[config.mk]
export PLATFORM = sky130hd
export DESIGN_NAME = md_iter_core_flat
export DESIGN_NICKNAME = d
export VERILOG_FILES = /design/src/rtl/md_iter_core_if.sv /design/src/rtl/md_iter_core.sv /design/src/flat_wrapper.sv
export SDC_FILE = /design/constraint.sdc
export NUM_CORES = 1
export LEC_CHECK = 0
export CORE_MARGIN = 3
export CORE_UTILIZATION = 45
export DETAILED_ROUTE_END_ITERATION = 10
export PLACE_DENSITY = 0.65
export SYNTH_ARGS = -nofsm -noshare
export SYNTH_HDL_FRONTEND = slang
export SYNTH_SLANG_ARGS = --single-unit
[constraint.sdc]
create_clock -name clk -period 4.1 [get_ports clk]
set_input_delay 1.23 -clock clk [delete_from_list [all_inputs] [get_ports clk]]
set_output_delay 1.23 -clock clk [all_outputs]
set_load 0.01 [all_outputs]
[src/rtl/md_iter_core_if.sv]
// Handshake between the execute-stage HI/LO control unit (master) and the
// iterative multiply/divide core (slave).
interface md_iter_core_if #(
   parameter int WIDTH = 32
);
   logic             start;
   logic [1:0]       op;
   logic [WIDTH-1:0] src_a;
   logic [WIDTH-1:0] src_b;
   logic             flush;
   logic             busy;
   logic             done;
   logic [WIDTH-1:0] hi;
   logic [WIDTH-1:0] lo;

   modport master (
      output start, op, src_a, src_b, flush,
      input  busy, done, hi, lo
   );

   modport slave (
      input  start, op, src_a, src_b, flush,
      output busy, done, hi, lo
   );
endinterface

[src/rtl/md_iter_core.sv]
// Iterative radix-2 multiply/divide: shift-add multiply and restoring divide on
// operand magnitudes, one bit per cycle, with a final sign-correction cycle.
module md_iter_core #(
   parameter int WIDTH = 32
) (
   input  logic          clk,
   input  logic          reset,
   md_iter_core_if.slave bus
);

   localparam int CW = $clog2(WIDTH + 1);

   typedef enum logic [1:0] {
      IDLE = 2'd0,
      CALC = 2'd1,
      FIX  = 2'd2
   } state_e;

   state_e           state_q, state_d;
   logic [CW-1:0]    cnt_q, cnt_d;
   logic             is_div_q, is_div_d;
   logic             neg_q_q, neg_q_d;    // negate product / quotient
   logic             neg_r_q, neg_r_d;    // negate remainder
   logic [WIDTH-1:0] mcand_q, mcand_d;    // multiplicand or divisor magnitude
   logic [WIDTH:0]   rem_q, rem_d;        // upper accumulator / partial remainder
   logic [WIDTH-1:0] quo_q, quo_d;        // multiplier bits / dividend bits -> quotient
   logic             busy_q, busy_d;
   logic             done_q, done_d;
   logic [WIDTH-1:0] hi_q, hi_d;
   logic [WIDTH-1:0] lo_q, lo_d;

   logic             signed_op, a_neg, b_neg;
   logic [WIDTH-1:0] mag_a, mag_b;
   logic [WIDTH:0]   mul_sum, mul_add;
   logic [WIDTH:0]   div_shift;
   logic [WIDTH+1:0] div_diff;
   logic             div_ok;
   logic [2*WIDTH-1:0] product, product_fix;
   logic [WIDTH-1:0] quo_fix, rem_fix;

   // Operand magnitudes; |most-negative| still fits as an unsigned WIDTH-bit value.
   always_comb begin
      signed_op = ~bus.op[0];
      a_neg     = signed_op & bus.src_a[WIDTH-1];
      b_neg     = signed_op & bus.src_b[WIDTH-1];
      mag_a     = a_neg ? -bus.src_a : bus.src_a;
      mag_b     = b_neg ? -bus.src_b : bus.src_b;
   end

   // One iteration of each algorithm plus the sign-corrected results.
   always_comb begin
      mul_sum     = {1'b0, rem_q[WIDTH-1:0]} + {1'b0, mcand_q};
      mul_add     = quo_q[0] ? mul_sum : {1'b0, rem_q[WIDTH-1:0]};
      div_shift   = {rem_q[WIDTH-1:0], quo_q[WIDTH-1]};
      div_diff    = {1'b0, div_shift} - {2'b00, mcand_q};
      div_ok      = ~div_diff[WIDTH+1];
      product     = {rem_q[WIDTH-1:0], quo_q};
      product_fix = neg_q_q ? -product : product;
      quo_fix     = neg_q_q ? -quo_q : quo_q;
      rem_fix     = neg_r_q ? -rem_q[WIDTH-1:0] : rem_q[WIDTH-1:0];
   end

   // NOTE: every _d gets a default first so no path through the case infers a latch.
   always_comb begin
      state_d  = state_q;
      cnt_d    = cnt_q;
      is_div_d = is_div_q;
      neg_q_d  = neg_q_q;
      neg_r_d  = neg_r_q;
      mcand_d  = mcand_q;
      rem_d    = rem_q;
      quo_d    = quo_q;
      busy_d   = busy_q;
      done_d   = 1'b0;
      hi_d     = hi_q;
      lo_d     = lo_q;

      if (bus.flush) begin
         state_d = IDLE;
         busy_d  = 1'b0;
      end else begin
         unique case (state_q)
            IDLE: begin
               if (bus.start) begin
                  state_d  = CALC;
                  cnt_d    = CW'(WIDTH);
                  busy_d   = 1'b1;
                  is_div_d = bus.op[1];
                  neg_q_d  = a_neg ^ b_neg;
                  neg_r_d  = a_neg;
                  rem_d    = '0;
                  if (bus.op[1]) begin
                     mcand_d = mag_b;
                     quo_d   = mag_a;
                  end else begin
                     mcand_d = mag_a;
                     quo_d   = mag_b;
                  end
               end
            end
            CALC: begin
               cnt_d = cnt_q - CW'(1);
               if (cnt_q == CW'(1)) state_d = FIX;
               if (is_div_q) begin
                  rem_d = div_ok ? div_diff[WIDTH:0] : div_shift;
                  quo_d = {quo_q[WIDTH-2:0], div_ok};
               end else begin
                  rem_d = {1'b0, mul_add[WIDTH:1]};
                  quo_d = {mul_add[0], quo_q[WIDTH-1:1]};
               end
            end
            FIX: begin
               state_d = IDLE;
               busy_d  = 1'b0;
               done_d  = 1'b1;
               if (is_div_q) begin
                  hi_d = rem_fix;
                  lo_d = quo_fix;
               end else begin
                  hi_d = product_fix[2*WIDTH-1:WIDTH];
                  lo_d = product_fix[WIDTH-1:0];
               end
            end
            default: begin
               state_d = IDLE;
               busy_d  = 1'b0;
            end
         endcase
      end
   end

   // NOTE: state uses non-blocking assignments so every flop samples pre-edge values.
   always_ff @(posedge clk) begin
      if (reset) begin
         state_q  <= IDLE;
         cnt_q    <= '0;
         is_div_q <= 1'b0;
         neg_q_q  <= 1'b0;
         neg_r_q  <= 1'b0;
         mcand_q  <= '0;
         rem_q    <= '0;
         quo_q    <= '0;
         busy_q   <= 1'b0;
         done_q   <= 1'b0;
         hi_q     <= '0;
         lo_q     <= '0;
      end else begin
         state_q  <= state_d;
         cnt_q    <= cnt_d;
         is_div_q <= is_div_d;
         neg_q_q  <= neg_q_d;
         neg_r_q  <= neg_r_d;
         mcand_q  <= mcand_d;
         rem_q    <= rem_d;
         quo_q    <= quo_d;
         busy_q   <= busy_d;
         done_q   <= done_d;
         hi_q     <= hi_d;
         lo_q     <= lo_d;
      end
   end

   assign bus.busy = busy_q;
   assign bus.done = done_q;
   assign bus.hi   = hi_q;
   assign bus.lo   = lo_q;

endmodule

[src/flat_wrapper.sv]
// flat-port wrapper written by rule: the top's interface ports become plain ports
module md_iter_core_flat 
#(
   parameter int WIDTH = 32
)
  (clk, reset, bus_start, bus_op, bus_src_a, bus_src_b, bus_flush, bus_busy, bus_done, bus_hi, bus_lo);
  md_iter_core_if #(.WIDTH(WIDTH)) bus_i ();
  input  logic clk;
  input  logic reset;
  input wire logic [$bits(bus_i.start)-1:0] bus_start;
  input wire logic [$bits(bus_i.op)-1:0] bus_op;
  input wire logic [$bits(bus_i.src_a)-1:0] bus_src_a;
  input wire logic [$bits(bus_i.src_b)-1:0] bus_src_b;
  input wire logic [$bits(bus_i.flush)-1:0] bus_flush;
  output wire logic [$bits(bus_i.busy)-1:0] bus_busy;
  output wire logic [$bits(bus_i.done)-1:0] bus_done;
  output wire logic [$bits(bus_i.hi)-1:0] bus_hi;
  output wire logic [$bits(bus_i.lo)-1:0] bus_lo;
  assign bus_i.start = bus_start;
  assign bus_i.op = bus_op;
  assign bus_i.src_a = bus_src_a;
  assign bus_i.src_b = bus_src_b;
  assign bus_i.flush = bus_flush;
  assign bus_busy = bus_i.busy;
  assign bus_done = bus_i.done;
  assign bus_hi = bus_i.hi;
  assign bus_lo = bus_i.lo;
  md_iter_core #(.WIDTH(WIDTH)) u_core (.clk(clk), .reset(reset), .bus(bus_i));
endmodule
# After elaboration in Yosys (flattened, before gate mapping)
# Index checks and enable logic that the tools add are counted.
[totals] elab_cells=65 regBits=173
[op_classes] n_bitwise=7 reduce_logical=8 addsub=8 n_mux=25 eq_ne=5
[ops] op="$mux W32" count=13
[ops] op="$neg A32 Y32" count=4
[ops] op="$pmux W32 S2" count=2
[ops] op="$mux W64" count=1
[ops] op="$neg A64 Y64" count=1
[ops] op="$sub A33 B32 Y34" count=1
[ops] op="$add A32 B32 Y33" count=1
[ops] op="$mux W33" count=1
[ops] op="$pmux W6 S2" count=1
[ops] op="$eq A6 B1 Y1 const B" count=1
[ops] op="$mux W6" count=1
[ops] op="$reduce_and A2 Y1" count=3
[ops] op="$reduce_and A3 Y1" count=2
[ops] op="$sub A6 B1 Y6 const B" count=1
[ops] op="$mux W2" count=2
[ops] op="$not A1 Y1" count=4
[ops] op="$pmux W2 S2" count=1
[ops] op="$and A1 B1 Y1" count=2
[ops] op="$eq A2 B1 Y1 const B" count=1
[ops] op="$eq A2 B2 Y1 const B" count=1
[ops] op="$logic_not A2 Y1" count=1
[ops] op="$mux W1" count=2
[ops] op="$ne A2 B1 Y1 const B" count=1
[ops] op="$ne A2 B2 Y1 const B" count=1
[ops] op="4 further kinds" count=4

# Depth between registers and ports, before layout
[depth] word_depth=6 mapped_depth=13 mapped_depth_nobuf=12

# Least setup slack after synthesis
# OpenSTA, ideal clock, no wires.
[synth_path] path_kind="in2reg" start="input bus_src_a[8]" end="register u_core.quo_q[28]" path_buffers=0 arrival_ns=3.434 cell_stages=9 setup_ns=0.132 setup_slack_ns=0.534 path_cell_list="or4_4 -> or4_4 -> nor3b_4 -> nand3b_2 -> o31ai_2 -> xor2_1 -> nor3_1 -> nor3_1 -> nor3_1"
[synth_via] elab_chain_cells=5
[synth_lines] item="start: declaration" line="flat_wrapper.sv:12" rtl="input wire logic [$bits(bus_i.src_a)-1:0] bus_src_a;"
[synth_lines] item="$neg A32 Y32" line="md_iter_core.sv:46" rtl="mag_a = a_neg ? -bus.src_a : bus.src_a;"
[synth_lines] item="$mux W32" line="md_iter_core.sv:46"
[synth_lines] item="$mux W32" line="md_iter_core.sv:92" rtl="if (bus.op[1]) begin"
[synth_lines] item="$mux W32" line="md_iter_core.sv:84" rtl="if (bus.start) begin"
[synth_lines] item="$pmux W32 S2" line="md_iter_core.sv:82" rtl="unique case (state_q)"
[synth_lines] item="end signal: assignment" line="md_iter_core.sv:155" rtl="quo_q <= quo_d;"
[synth_lines] item="end: declaration" line="md_iter_core.sv:26" rtl="logic [WIDTH-1:0] quo_q, quo_d;"
# Every way passes these cells. The select of a mux whose other input is x is not followed.
# A chain may end at the register's enable or synchronous reset.

# Final worst setup path
[layout_path] start="input bus_src_a[8]" end="register u_core.quo_q[30]"
# The elaborated chain is that of the path after synthesis.

==> impl_results.md <==
- Worst path depth: 10
- Met2 Usage GRT: 43.49%
- Power Dens Cells: about 270 nW/µm²
- Cell family with the largest share of critical-path delay: simple AND/OR/NAND/NOR gates
- Mean number of vias per cell: a little over 6
- Endpoint kind of the worst setup timing path: flip-flop
- Drt pass-1 iters: 5
- Final number of hold-violating endpoints: 0
- Layout Nets: approximately 2200
- Critical Path Source Type: input pin
- Slack of the worst reg-to-reg path: 0.41 ns
- Core Box Area: ~32000 µm²
- Register bit total from synthesis: 173
- Clock-pin slew of the registers on the worst-case setup and hold paths: ~0.070 ns
- Number of buffer and inverter stages on the critical path: 1
- Placer's final routability congestion estimate: 0.9959
- Share of total power in combinational logic: 26.5%
- Maximum clock frequency: ~270 MHz
- Number of DRC violations after detailed-routing iteration 0: between 1500 and 2000
- Post-DP HPWL: 38150 µm
- Remaining DRCs: 0
- Ports: 136
- Leak: 6.566 nW
- Cell depth of the worst hold path: 2
- Sw frac: 34.77%
- Number of maximum-capacitance constraint violations: 0
- Dominant combinational cell family by area after synthesis: compound AO/OA/AOI/OAI gates
- Via count of the first global-routing pass: between 10000 and 15000
- Number of buffers inserted by port buffering: 135
- ANT nets after route: 0
- Most used standard cell by instance count after synthesis: sky130_fd_sc_hd__nor2_1
- N_diodes: 0
- Worst rel slew slack: 43.77%
- Cell type with the largest total area after synthesis: sky130_fd_sc_hd__dfxtp_1
- Layer with the highest usage: met2
- DIE AREA: 34620 µm²
- Part of the total power dissipated in the clock network: approximately 35%
- Post-synth top flop: sky130_fd_sc_hd__dfxtp_1
- CP max stage delay: approximately 0.55 ns
- RSZ-0062 raised after global routing: no
- Placed Area: 16720 µm²
- Cell depth of the worst flop-to-flop path: 12
- Buffer depth of the longest clock path: 2
- Post-route cell area: roughly 17000 µm²
- Cell count after synthesis: 1973
- Transition time at the pin with the least slew margin: 0.8434 ns
- Library cell contributing the largest single delay on the critical path: sky130_fd_sc_hd__or4_4
- Share of cell area taken by muxes after synthesis: 6.346%
- GR Layer Usage met1: 40.91%
- Max Clock Skew: 0.01492 ns
- Resized Gates After CTS: 0
- Total net switching power: between 1.5 and 2 mW
- Htree depth: 4
- Total clock sinks: 173
- Number of hold buffers added after cts: 0
- Synthesized-area fraction occupied by xor and xnor cells: 10.03%
- Initial core utilization: 46.00%
- Min-delay worst type: reg2reg
- Average wire per standard cell: 20.09 µm
- Hold Path Origin: u_core.bus.hi[7]$_SDFFE_PP0P_
- Layout-stage area growth over the synthesis result: 18.47%
- Maximum number of pins on one net before global-route repair: 75
- Number of setup buffers added after CTS: 0
- Final critical delay including setup and external delays: ~3.8 ns
- Final setup viols: 0
- Worst reg2reg startpoint: u_core.quo_q[31]$_SDFFE_PP0P_
- Type of the worst setup path: in2reg
- Count of final max-slew check failures: 0
- Fin crit share: 91.57%
- Portion of the post-synthesis area used by sequential elements: about a quarter
- Worst voltage drop across the vdd grid: 0.2970 mV
- Cell breakdown of the critical path: clkdlybuf4s50_1, or4_4, or4_4, nor3b_4, nand3b_2, o31ai_2, xor2_1, a21oi_1, a21oi_1, nor3_1
- Power share of the sequential group: 38.9%
- Wire length of the first global-routing pass: 77800 µm
- Fin Hold WS: ~0.46 ns
- Clk_lat worst skew: 0.44 ns
- Launch point of the worst path: bus_src_a[8]
- Per-instance average area after synthesis: 7.394 µm²
- Proportion of layout cells with a drive suffix above 1: 8.654%
- Adder and majority gate portion of the synthesized area: 6.278%
- Number of different library cells in the post-synthesis netlist: 84
- Cell types with the largest area share after synthesis: sky130_fd_sc_hd__dfxtp_1, sky130_fd_sc_hd__a21oi_1, sky130_fd_sc_hd__mux2i_1
- Drt total wl: between 50000 and 60000 µm
- Synthesized-area fraction occupied by ao, oa, aoi and oai cells: 26.79%
- Horizontal die dimension: 186.1 µm
- Outcome: finished, final reports clean
- Clock tree from TritonCTS: done
- Mapped Nets: 2115
- Synth top cells by count: sky130_fd_sc_hd__nor2_1, sky130_fd_sc_hd__nand2_1, sky130_fd_sc_hd__a21oi_1
- Async set-or-reset flop fraction in the synthesized netlist: 0%
- Combined area of all synthesized cells: 14590 µm²
- YS warnings: 0
- DR vias: 15210
- Cell-internal power: 3.080 mW
- Critical Path AT: between 4 and 5 ns
- Maximum fanout along the worst path: 5
- Overflow after GRT: 0
- Post-synth EDFFs: 0
- Row count: 65
- Data required time of the critical path: 4.39 ns
- Cell at the root of the clock tree: sky130_fd_sc_hd__clkbuf_16
- Post-Synth Simple-Gate Area: between 20% and 30%
- Top-area cell type share of the netlist area: 23.74%
- Initial antenna violation count: 0
- Overall routing resource usage: between 20 and 30%
- Inserted Clock Buffers: 17
- Global routing usage on met3: 4.026%
- Floorplan die height: around 190 µm
## state kept, by name, summed over array words and instances, names as in the netlist
signal,cells
u_core.neg_q_q,1
u_core.neg_r_q,1
u_core.is_div_q,1
u_core.bus.hi,32
u_core.cnt_q,6
u_core.quo_q,32
u_core.bus.busy,1
u_core.state_q,2
u_core.bus.done,1
u_core.mcand_q,32
u_core.bus.lo,32
u_core.rem_q,32
## placed cells by master (no fill, tap or decap), types with 29 or more instances in the layout
| cell type | count |
|---|---|
| sky130_fd_sc_hd__nor2_1 | 216 |
| sky130_fd_sc_hd__nand2_1 | 194 |
| sky130_fd_sc_hd__a21oi_1 | 181 |
| sky130_fd_sc_hd__dfxtp_1 | 171 |
| sky130_fd_sc_hd__clkdlybuf4s50_1 | 133 |
| sky130_fd_sc_hd__o21ai_0 | 112 |
| sky130_fd_sc_hd__buf_4 | 107 |
| sky130_fd_sc_hd__xnor2_1 | 89 |
| sky130_fd_sc_hd__mux2i_1 | 88 |
| sky130_fd_sc_hd__xor2_1 | 78 |
| sky130_fd_sc_hd__a211oi_1 | 72 |
| sky130_fd_sc_hd__nor3_1 | 71 |
| sky130_fd_sc_hd__ha_1 | 70 |
| sky130_fd_sc_hd__inv_1 | 65 |
| sky130_fd_sc_hd__a21o_1 | 32 |
| sky130_fd_sc_hd__o211ai_1 | 29 |
## final cells by class
class,count,area (µm²)
Clock buffer,20,446.7
Clock inverter,12,113.9
Tap cell,402,503.0
Multi-Input combinational cell,1590,10340
Sequential cell,173,3468
Inverter,66,247.7
Timing Repair Buffer,242,2160
Fill cell,3043,14430
## per-layer routing
| layer | vias to the layer above | routed length (µm) |
|---|---|---|
| met5 | - | 0 |
| met4 | 0 | 1572 |
| met3 | 79 | 3317 |
| met2 | 575 | 21780 |
| met1 | 7174 | 23660 |
| li1 | 7377 | - |
## final timing paths
path,end
worst max-delay path,u_core.quo_q[30]$_SDFFE_PP0P_
worst min-delay path,u_core.bus.hi[7]$_SDFFE_PP0P_
worst max register to register,u_core.rem_q[30]$_SDFFE_PP0P_
worst min register to register,u_core.bus.hi[7]$_SDFFE_PP0P_
## power groups by stage
stage | Sequential [mW] | Combinational, mW | Clock (mW)
finish | 1.83 | 1.25 | 1.63
global route | 1.84 | 1.37 | 1.72
CTS | 1.83 | 1.23 | 1.66
detailed placement | 1.87 | 1.23 | 0
global placement | 1.87 | 1.21 | 0
floorplan | 1.81 | 0.854 | 0
## through the flow
stage / instances / setup TNS (ns) / worst slack (ns) / total power, mW / util, %
2_1_floorplan: 1973 / 0 / 0.5345 / 2.664 / -
3_3_place_gp: 2473 / -0.06498 / -0.03295 / 3.083 / 52.73
3_5_place_dp: 2473 / -0.2733 / -0.06682 / 3.098 / 52.73
4_1_cts: 2505 / 0 / 0.3873 / 4.724 / 54.49
5_1_grt: 2505 / 0 / 0.1170 / 4.926 / 54.49
6_report: 2505 / 0 / 0.3457 / 4.721 / 54.49
## tightest hold or removal path, stage by stage (launching register included)
cell,delay (ns)
sky130_fd_sc_hd__dfxtp_1,0.31
sky130_fd_sc_hd__nand2_1,0.05
sky130_fd_sc_hd__a21oi_1,0.05
## cell families (layout without fill, tap and decap cells)
logic type               after synthesis  count (layout)
buffers and inverters                210             340
AO/OA/AOI/OAI                        602             602
flip-flops                           173             173
multiplexers                          92              92
adder cells (fa/ha/maj)               72              72
XOR/XNOR                             167             167
AND/OR/NAND/NOR                      657             657
(Power assumes the default switching activity.)
